## src/rtl/br_misc_pkg.sv

```systemverilog
// Shared types and parameter limits for the br_misc sink blocks.
package br_misc_pkg;

  typedef enum logic [1:0] {
    IDLE  = 2'd0,
    DRAIN = 2'd1,
    DONE  = 2'd2
  } drain_state_t;

  localparam int unsigned MinRequesters  = 2;
  localparam int unsigned MinWidth       = 1;
  localparam int unsigned MinCountWidth  = 1;
  localparam int unsigned MinQuietCycles = 1;

endpackage

```

## src/rtl/br_misc_sink_arb_rr.sv

```systemverilog
// Round-robin grant over valid bits with a registered priority pointer.
module br_misc_sink_arb_rr #(
  parameter int unsigned NumRequesters = 2
) (
  input  logic                     clk,
  input  logic                     rst_n,
  input  logic                     en_i,
  input  logic [NumRequesters-1:0] valid_i,
  output logic [NumRequesters-1:0] grant_o
);

  localparam int unsigned PtrWidth = $clog2(NumRequesters);

  logic [PtrWidth-1:0] ptr_q, ptr_d;
  logic [PtrWidth-1:0] idx_hi, idx_lo, grant_idx;
  logic                hit_hi, hit_lo, found;

  // Wrap-around search split into "at/after pointer" and "before pointer" halves.
  always_comb begin
    hit_hi = 1'b0;
    hit_lo = 1'b0;
    idx_hi = '0;
    idx_lo = '0;
    for (int unsigned i = 0; i < NumRequesters; i++) begin
      if (valid_i[i]) begin
        if (i >= 32'(ptr_q)) begin
          if (!hit_hi) begin
            hit_hi = 1'b1;
            idx_hi = PtrWidth'(i);
          end
        end else if (!hit_lo) begin
          hit_lo = 1'b1;
          idx_lo = PtrWidth'(i);
        end
      end
    end
    found     = hit_hi | hit_lo;
    grant_idx = hit_hi ? idx_hi : idx_lo;

    grant_o = '0;
    ptr_d   = ptr_q;
    if (en_i && found) begin
      grant_o[grant_idx] = 1'b1;
      ptr_d = (grant_idx == PtrWidth'(NumRequesters - 1)) ? '0 : grant_idx + 1'b1;
    end
  end

  always_ff @(posedge clk or negedge rst_n) begin
    if (!rst_n) begin
      ptr_q <= '0;
    end else begin
      ptr_q <= ptr_d;
    end
  end

endmodule

```

## src/rtl/br_misc_unused.sv

```systemverilog
// Terminates a bus that is intentionally left unconsumed.
module br_misc_unused #(
  parameter int unsigned Width = 1
) (
  input logic [Width-1:0] in_i
);

  logic unused_reduce;
  assign unused_reduce = ^in_i;

endmodule

```

## src/rtl/br_misc_sink_arb.sv

```systemverilog
// Round-robin discard sink with saturating drop counter and quiet-based drain sequencer.
module br_misc_sink_arb
  import br_misc_pkg::*;
#(
  parameter int unsigned NumRequesters = 2,
  parameter int unsigned Width         = 1,
  parameter int unsigned CountWidth    = 16,
  parameter int unsigned QuietCycles   = 4
) (
  input  logic                           clk,
  input  logic                           rst_n,
  input  logic                           enable,
  input  logic [NumRequesters-1:0]       in_valid,
  output logic [NumRequesters-1:0]       in_ready,
  input  logic [NumRequesters*Width-1:0] in_data,
  input  logic                           drain_start,
  output logic                           drain_busy,
  output logic                           drain_done,
  input  logic                           count_clear,
  output logic [CountWidth-1:0]          drop_count
);

  if (NumRequesters < MinRequesters) begin : g_bad_requesters
    $error("br_misc_sink_arb: NumRequesters must be at least 2");
  end
  if (Width < MinWidth) begin : g_bad_width
    $error("br_misc_sink_arb: Width must be at least 1");
  end
  if (CountWidth < MinCountWidth) begin : g_bad_count_width
    $error("br_misc_sink_arb: CountWidth must be at least 1");
  end
  if (QuietCycles < MinQuietCycles) begin : g_bad_quiet
    $error("br_misc_sink_arb: QuietCycles must be at least 1");
  end

  localparam int unsigned QcWidth = $clog2(QuietCycles + 1);

  drain_state_t          state_q, state_d;
  logic [QcWidth-1:0]    quiet_q, quiet_d;
  logic [CountWidth-1:0] count_q, count_d;
  logic                  accept_en;
  logic                  xfer;

  // rst_n gates acceptance so in_ready drops the instant reset asserts.
  assign accept_en = rst_n & ((state_q != IDLE) | enable);

  br_misc_sink_arb_rr #(
    .NumRequesters(NumRequesters)
  ) u_rr (
    .clk    (clk),
    .rst_n  (rst_n),
    .en_i   (accept_en),
    .valid_i(in_valid),
    .grant_o(in_ready)
  );

  br_misc_unused #(
    .Width(NumRequesters * Width)
  ) u_unused (
    .in_i(in_data)
  );

  assign xfer = |(in_valid & in_ready);

  always_comb begin
    state_d = state_q;
    quiet_d = quiet_q;
    unique case (state_q)
      IDLE: begin
        if (drain_start) begin
          state_d = DRAIN;
          quiet_d = '0;
        end
      end
      DRAIN: begin
        if (|in_valid) begin
          quiet_d = '0;
        end else if (quiet_q != QcWidth'(QuietCycles)) begin
          quiet_d = quiet_q + 1'b1;
        end
        if (quiet_d == QcWidth'(QuietCycles)) begin
          state_d = DONE;
        end
      end
      DONE:    state_d = IDLE;
      default: state_d = IDLE;
    endcase
  end

  always_comb begin
    count_d = count_q;
    if (count_clear) begin
      count_d = xfer ? CountWidth'(1) : '0;
    end else if (xfer && (count_q != '1)) begin
      count_d = count_q + 1'b1;
    end
  end

  always_ff @(posedge clk or negedge rst_n) begin
    if (!rst_n) begin
      state_q <= IDLE;
      quiet_q <= '0;
      count_q <= '0;
    end else begin
      state_q <= state_d;
      quiet_q <= quiet_d;
      count_q <= count_d;
    end
  end

  assign drain_busy = (state_q == DRAIN);
  assign drain_done = (state_q == DONE);
  assign drop_count = count_q;

  a_ready_onehot0 : assert property (@(posedge clk) disable iff (!rst_n) $onehot0(in_ready));

  a_done_single : assert property (@(posedge clk) disable iff (!rst_n) drain_done |=> !drain_done);

  for (genvar gi = 0; gi < NumRequesters; gi++) begin : g_valid_hold
    a_valid_hold : assert property (@(posedge clk) disable iff (!rst_n)
      (in_valid[gi] && !in_ready[gi]) |=>
        (in_valid[gi] && $stable(in_data[gi*Width +: Width])));
  end

endmodule

```

## config.mk

```make
export PLATFORM = sky130hd
export DESIGN_NAME = br_misc_sink_arb
export DESIGN_NICKNAME = d
export VERILOG_FILES = /design/src/rtl/br_misc_pkg.sv /design/src/rtl/br_misc_sink_arb_rr.sv /design/src/rtl/br_misc_unused.sv /design/src/rtl/br_misc_sink_arb.sv
export SDC_FILE = /design/constraint.sdc
export NUM_CORES = 1
export LEC_CHECK = 0
export CAP_MARGIN = 15
export CELL_PAD_IN_SITES_DETAIL_PLACEMENT = 1
export CELL_PAD_IN_SITES_GLOBAL_PLACEMENT = 1
export CORE_ASPECT_RATIO = 2
export CORE_MARGIN = 2
export CORE_UTILIZATION = 33
export DETAILED_ROUTE_END_ITERATION = 16
export HOLD_SLACK_MARGIN = 0.1
export MAX_ROUTING_LAYER = met4
export PLACE_DENSITY_LB_ADDON = 0.1
export SYNTH_ARGS = -nofsm -noshare
export SYNTH_HDL_FRONTEND = slang
export SYNTH_SLANG_ARGS = --single-unit
```

## constraint.sdc

```tcl
create_clock -name clk -period 2.1 [get_ports clk]
set_input_delay 0.42 -clock clk [delete_from_list [all_inputs] [get_ports clk]]
set_output_delay 0.42 -clock clk [all_outputs]
set_load 0.01 [all_outputs]
```

==> qor.csv <==
stage;metric;value;unit
status;status;finished clean;
sta;worstMarginPinSlew;462;ps
synthesis;synth_largest_area_cell;dfrtp_1;
floorplan;row_count;32;
run;cap_violations;0;
cts;clk_latency;270;ps
min_path;hp-class;in2async;
finish;fin_util;51.8;%
synthesis;syn_inst;140;
worst_setup_path;cp_cell_sequence;nand3_2 -> or4b_4 -> or4b_1 -> mux2_1;
finish;seqCellArea;551;µm²
routing;vias_per_cell;5.46;
cts;cts_root_buffer;clkbuf_8;
finish;final_common_cell;buf_4;
synthesis;synthesis.area;0.00128;mm²
worst_setup_path;crit_slowest_cell;or4b_4;
worst_setup_path;crit_type;reg2reg;
synthesis;synth_area_leaders;dfrtp_1, nor2_1, or4_1;
global_route;antenna_found_initial;0;
sta;setup_viol;0;
synthesis;yosysTopAreaCellShare;43.1;%
sta;finalMaxSlewViolations;0;
global_route;grt_pass1_wl;6560;µm
global_route;grt_usage;20.6;%
sta;hold_viol;0;
cts;numCtsBuffers;3;
finish;instances_no_fill;244;
global_route;overflow;0;
place;dp_hpwl;2830;µm
worst_setup_path;cp.required;2260;ps
synthesis;ys_seq_area_share;43.1;%
synthesis;yosysWarningCount;0;
place;globalplace.congestion;0.804;
floorplan;die-area;0.00442;mm²
cts;cts_hold_buf;0;
sta;finalClockSkew;3.24;ps
routing;firstDrtPassIters;3;
floorplan;io_pins;29;
power_and_ir_drop;p_per_area;701;mW/mm²
power_and_ir_drop;leakage;0.000816;µW
finish;antenna_cells;0;
finish;syn2layout_area_growth;52.5;%
sta;post-route-min-period;2020;ps
synthesis;ys_ff_latch;22;
floorplan;coreArea;0.00376;mm²
routing;wire_per_inst;16.2;µm
finish;drive_above_1_share;26.4;%
synthesis;ys_types;36;
worst_setup_path;start_kind;register;
cts;clk_path_buf_depth;2;
cts;cts_tree;done;
routing;ant_nets;0;
sta;fmax;496;MHz
place;portBuffers;26;
floorplan;die_w;48.0;µm
finish;layout.nets;206;
global_route;first_global_vias;1368;
worst_setup_path;cp.arrival;2180;ps
finish;most-common-layout-cells;buf_4, dfrtp_1, clkdlybuf4s50_1;
sta;rsz0062_at_grt;false;
finish;multi_input_area;767;µm²
synthesis;synth_area_per_cell;9.12;µm²
floorplan;die_h;92.0;µm
worst_setup_path;cp-end-kind;register;
worst_setup_path;crit_path_max_fanout;3;
cts;numClockSinks;22;
cts;clk_pin_slew_worst_paths;90;ps
synthesis;synth.net_count;152;
cts;ctsHtreeMaxLevel;1;
global_route;grt_max_degree;23;
place;dp.cells;235;
floorplan;initial_core_util;33.9;%
power_and_ir_drop;ir_drop;0.374;mV
routing;wl;3950;µm
routing;drtIter0Drc;20;
sta;max_slew_margin;68.8;%
sta;post-route-period-util;96.1;%
worst_setup_path;critical_path.max_stage_delay;570;ps
routing;drc;0;
routing;routed-via-count;1332;
finish;n_fill_cell;476;
[path summary, 6_finish.rpt]
| check | from | to | slack [ps] | cells past startpoint |
|---|---|---|---|---|
| max in group asynchronous | rst_n | drop_count[8]$_DFFE_PN0P_ | 1510 | 2 |
| hold / removal | rst_n | drop_count[12]$_DFFE_PN0P_ | 360 | 2 |
| setup / recovery | drop_count[1]$_DFFE_PN0P_ | drop_count[9]$_DFFE_PN0P_ | 80 | 4 |
| hold reg to reg | u_rr.ptr_q$_DFFE_PN0P_ | u_rr.ptr_q$_DFFE_PN0P_ | 500 | 1 |
| setup reg to reg | drop_count[1]$_DFFE_PN0P_ | drop_count[9]$_DFFE_PN0P_ | 80 | 4 |
| min in group clk | u_rr.ptr_q$_DFFE_PN0P_ | u_rr.ptr_q$_DFFE_PN0P_ | 500 | 1 |
[final cells by class]
cell class / count / area share, %
well taps: 51 / 3.28
repair buffers: 54 / 23.9
multi-input cells: 105 / 39.4
clock inverters: 1 / 1.54
flip-flops and latches: 22 / 28.3
inverters: 8 / 1.54
clock buffers: 3 / 2.12
[power by group]
part | total, µW | switching, µW | internal [µW]
combinational | 439 | 207 | 232
sequential | 517 | 49.0 | 468
clock | 409 | 154 | 255
[per-layer routing]
metal | GRT usage (%) | wire (µm) | vias to the layer above
met3 | 2.36 | 67 | 6
met5 | - | 0 | -
li1 | - | - | 636
met4 | 5.86 | 51 | 0
met2 | 30.9 | 2070 | 19
met1 | 28.8 | 1760 | 671
[registers in the layout, indices dropped and copies added (netlist names)]
signal / flops
drop_count: 16
quiet_q: 3
state_q: 2
u_rr.ptr_q: 1
[Yosys cell counts]
library cell and n:
dfrtp_1 22, nor2_1 14, a21oi_1 9, inv_1 8, nand2_1 8, or4_1 7
nand3_1 6, o31ai_1 6, nor2b_1 5, nor3_1 5, nor4_1 5, clkbuf_1 4
o21ai_0 4, ha_1 3, mux2_2 3, nand4_1 3, o211ai_1 3, or2_2 3
a21o_1 2, nand3b_1 2, o311ai_0 2, or4b_1 2, a211oi_1 1, a311o_1 1
a31oi_1 1, a32o_1 1, and2_1 1, buf_2 1, mux2_1 1, mux2i_1 1
nand2b_1 1, nor4b_1 1, o211a_1 1, o21a_1 1, o31ai_2 1, o41ai_1 1
[stage by stage]
stage / setup TNS (ps) / hold WS (ps) / setup slack (ps) / power (µW) / cell area, µm²
CTS: 0 / 406 / 24.3 / 1350 / 1870
detailed placement: -5170 / 482 / -501 / 921 / 1750
global placement: -4850 / 463 / -477 / 911 / 1750
global route: 0 / 384 / 4.16 / 1450 / 1950
floorplan: 0 / 124 / 47.3 / 713 / 1280
finish: 0 / 360 / 81.8 / 1360 / 1950
[critical path, delay by kind of cell (launching register included)]
kind,cells,cell delay (ps)
muxes,1,320
and+or+nand+nor,3,1190
DFF,1,400
[cell families (layout without fill, tap and decap cells)]
family                     after synthesis  count (layout)  share of synthesized area, %
AOI/OAI and AO/OA                       34              34                          18.6
and+or+nand+nor                         63              63                          27.1
adders and majority gates                3               3                          2.94
DFF                                     22              22                          43.1
buffers and inverters                   13              66                          3.92
muxes                                    5               5                          4.31
[timing repair]
item	CTS	global route
setup buffers	2	3
endpoints found under the setup margin	10	15
pin swaps	2	5
gates resized for setup	14	10
Note: power is estimated with default switching activity, not from simulation.
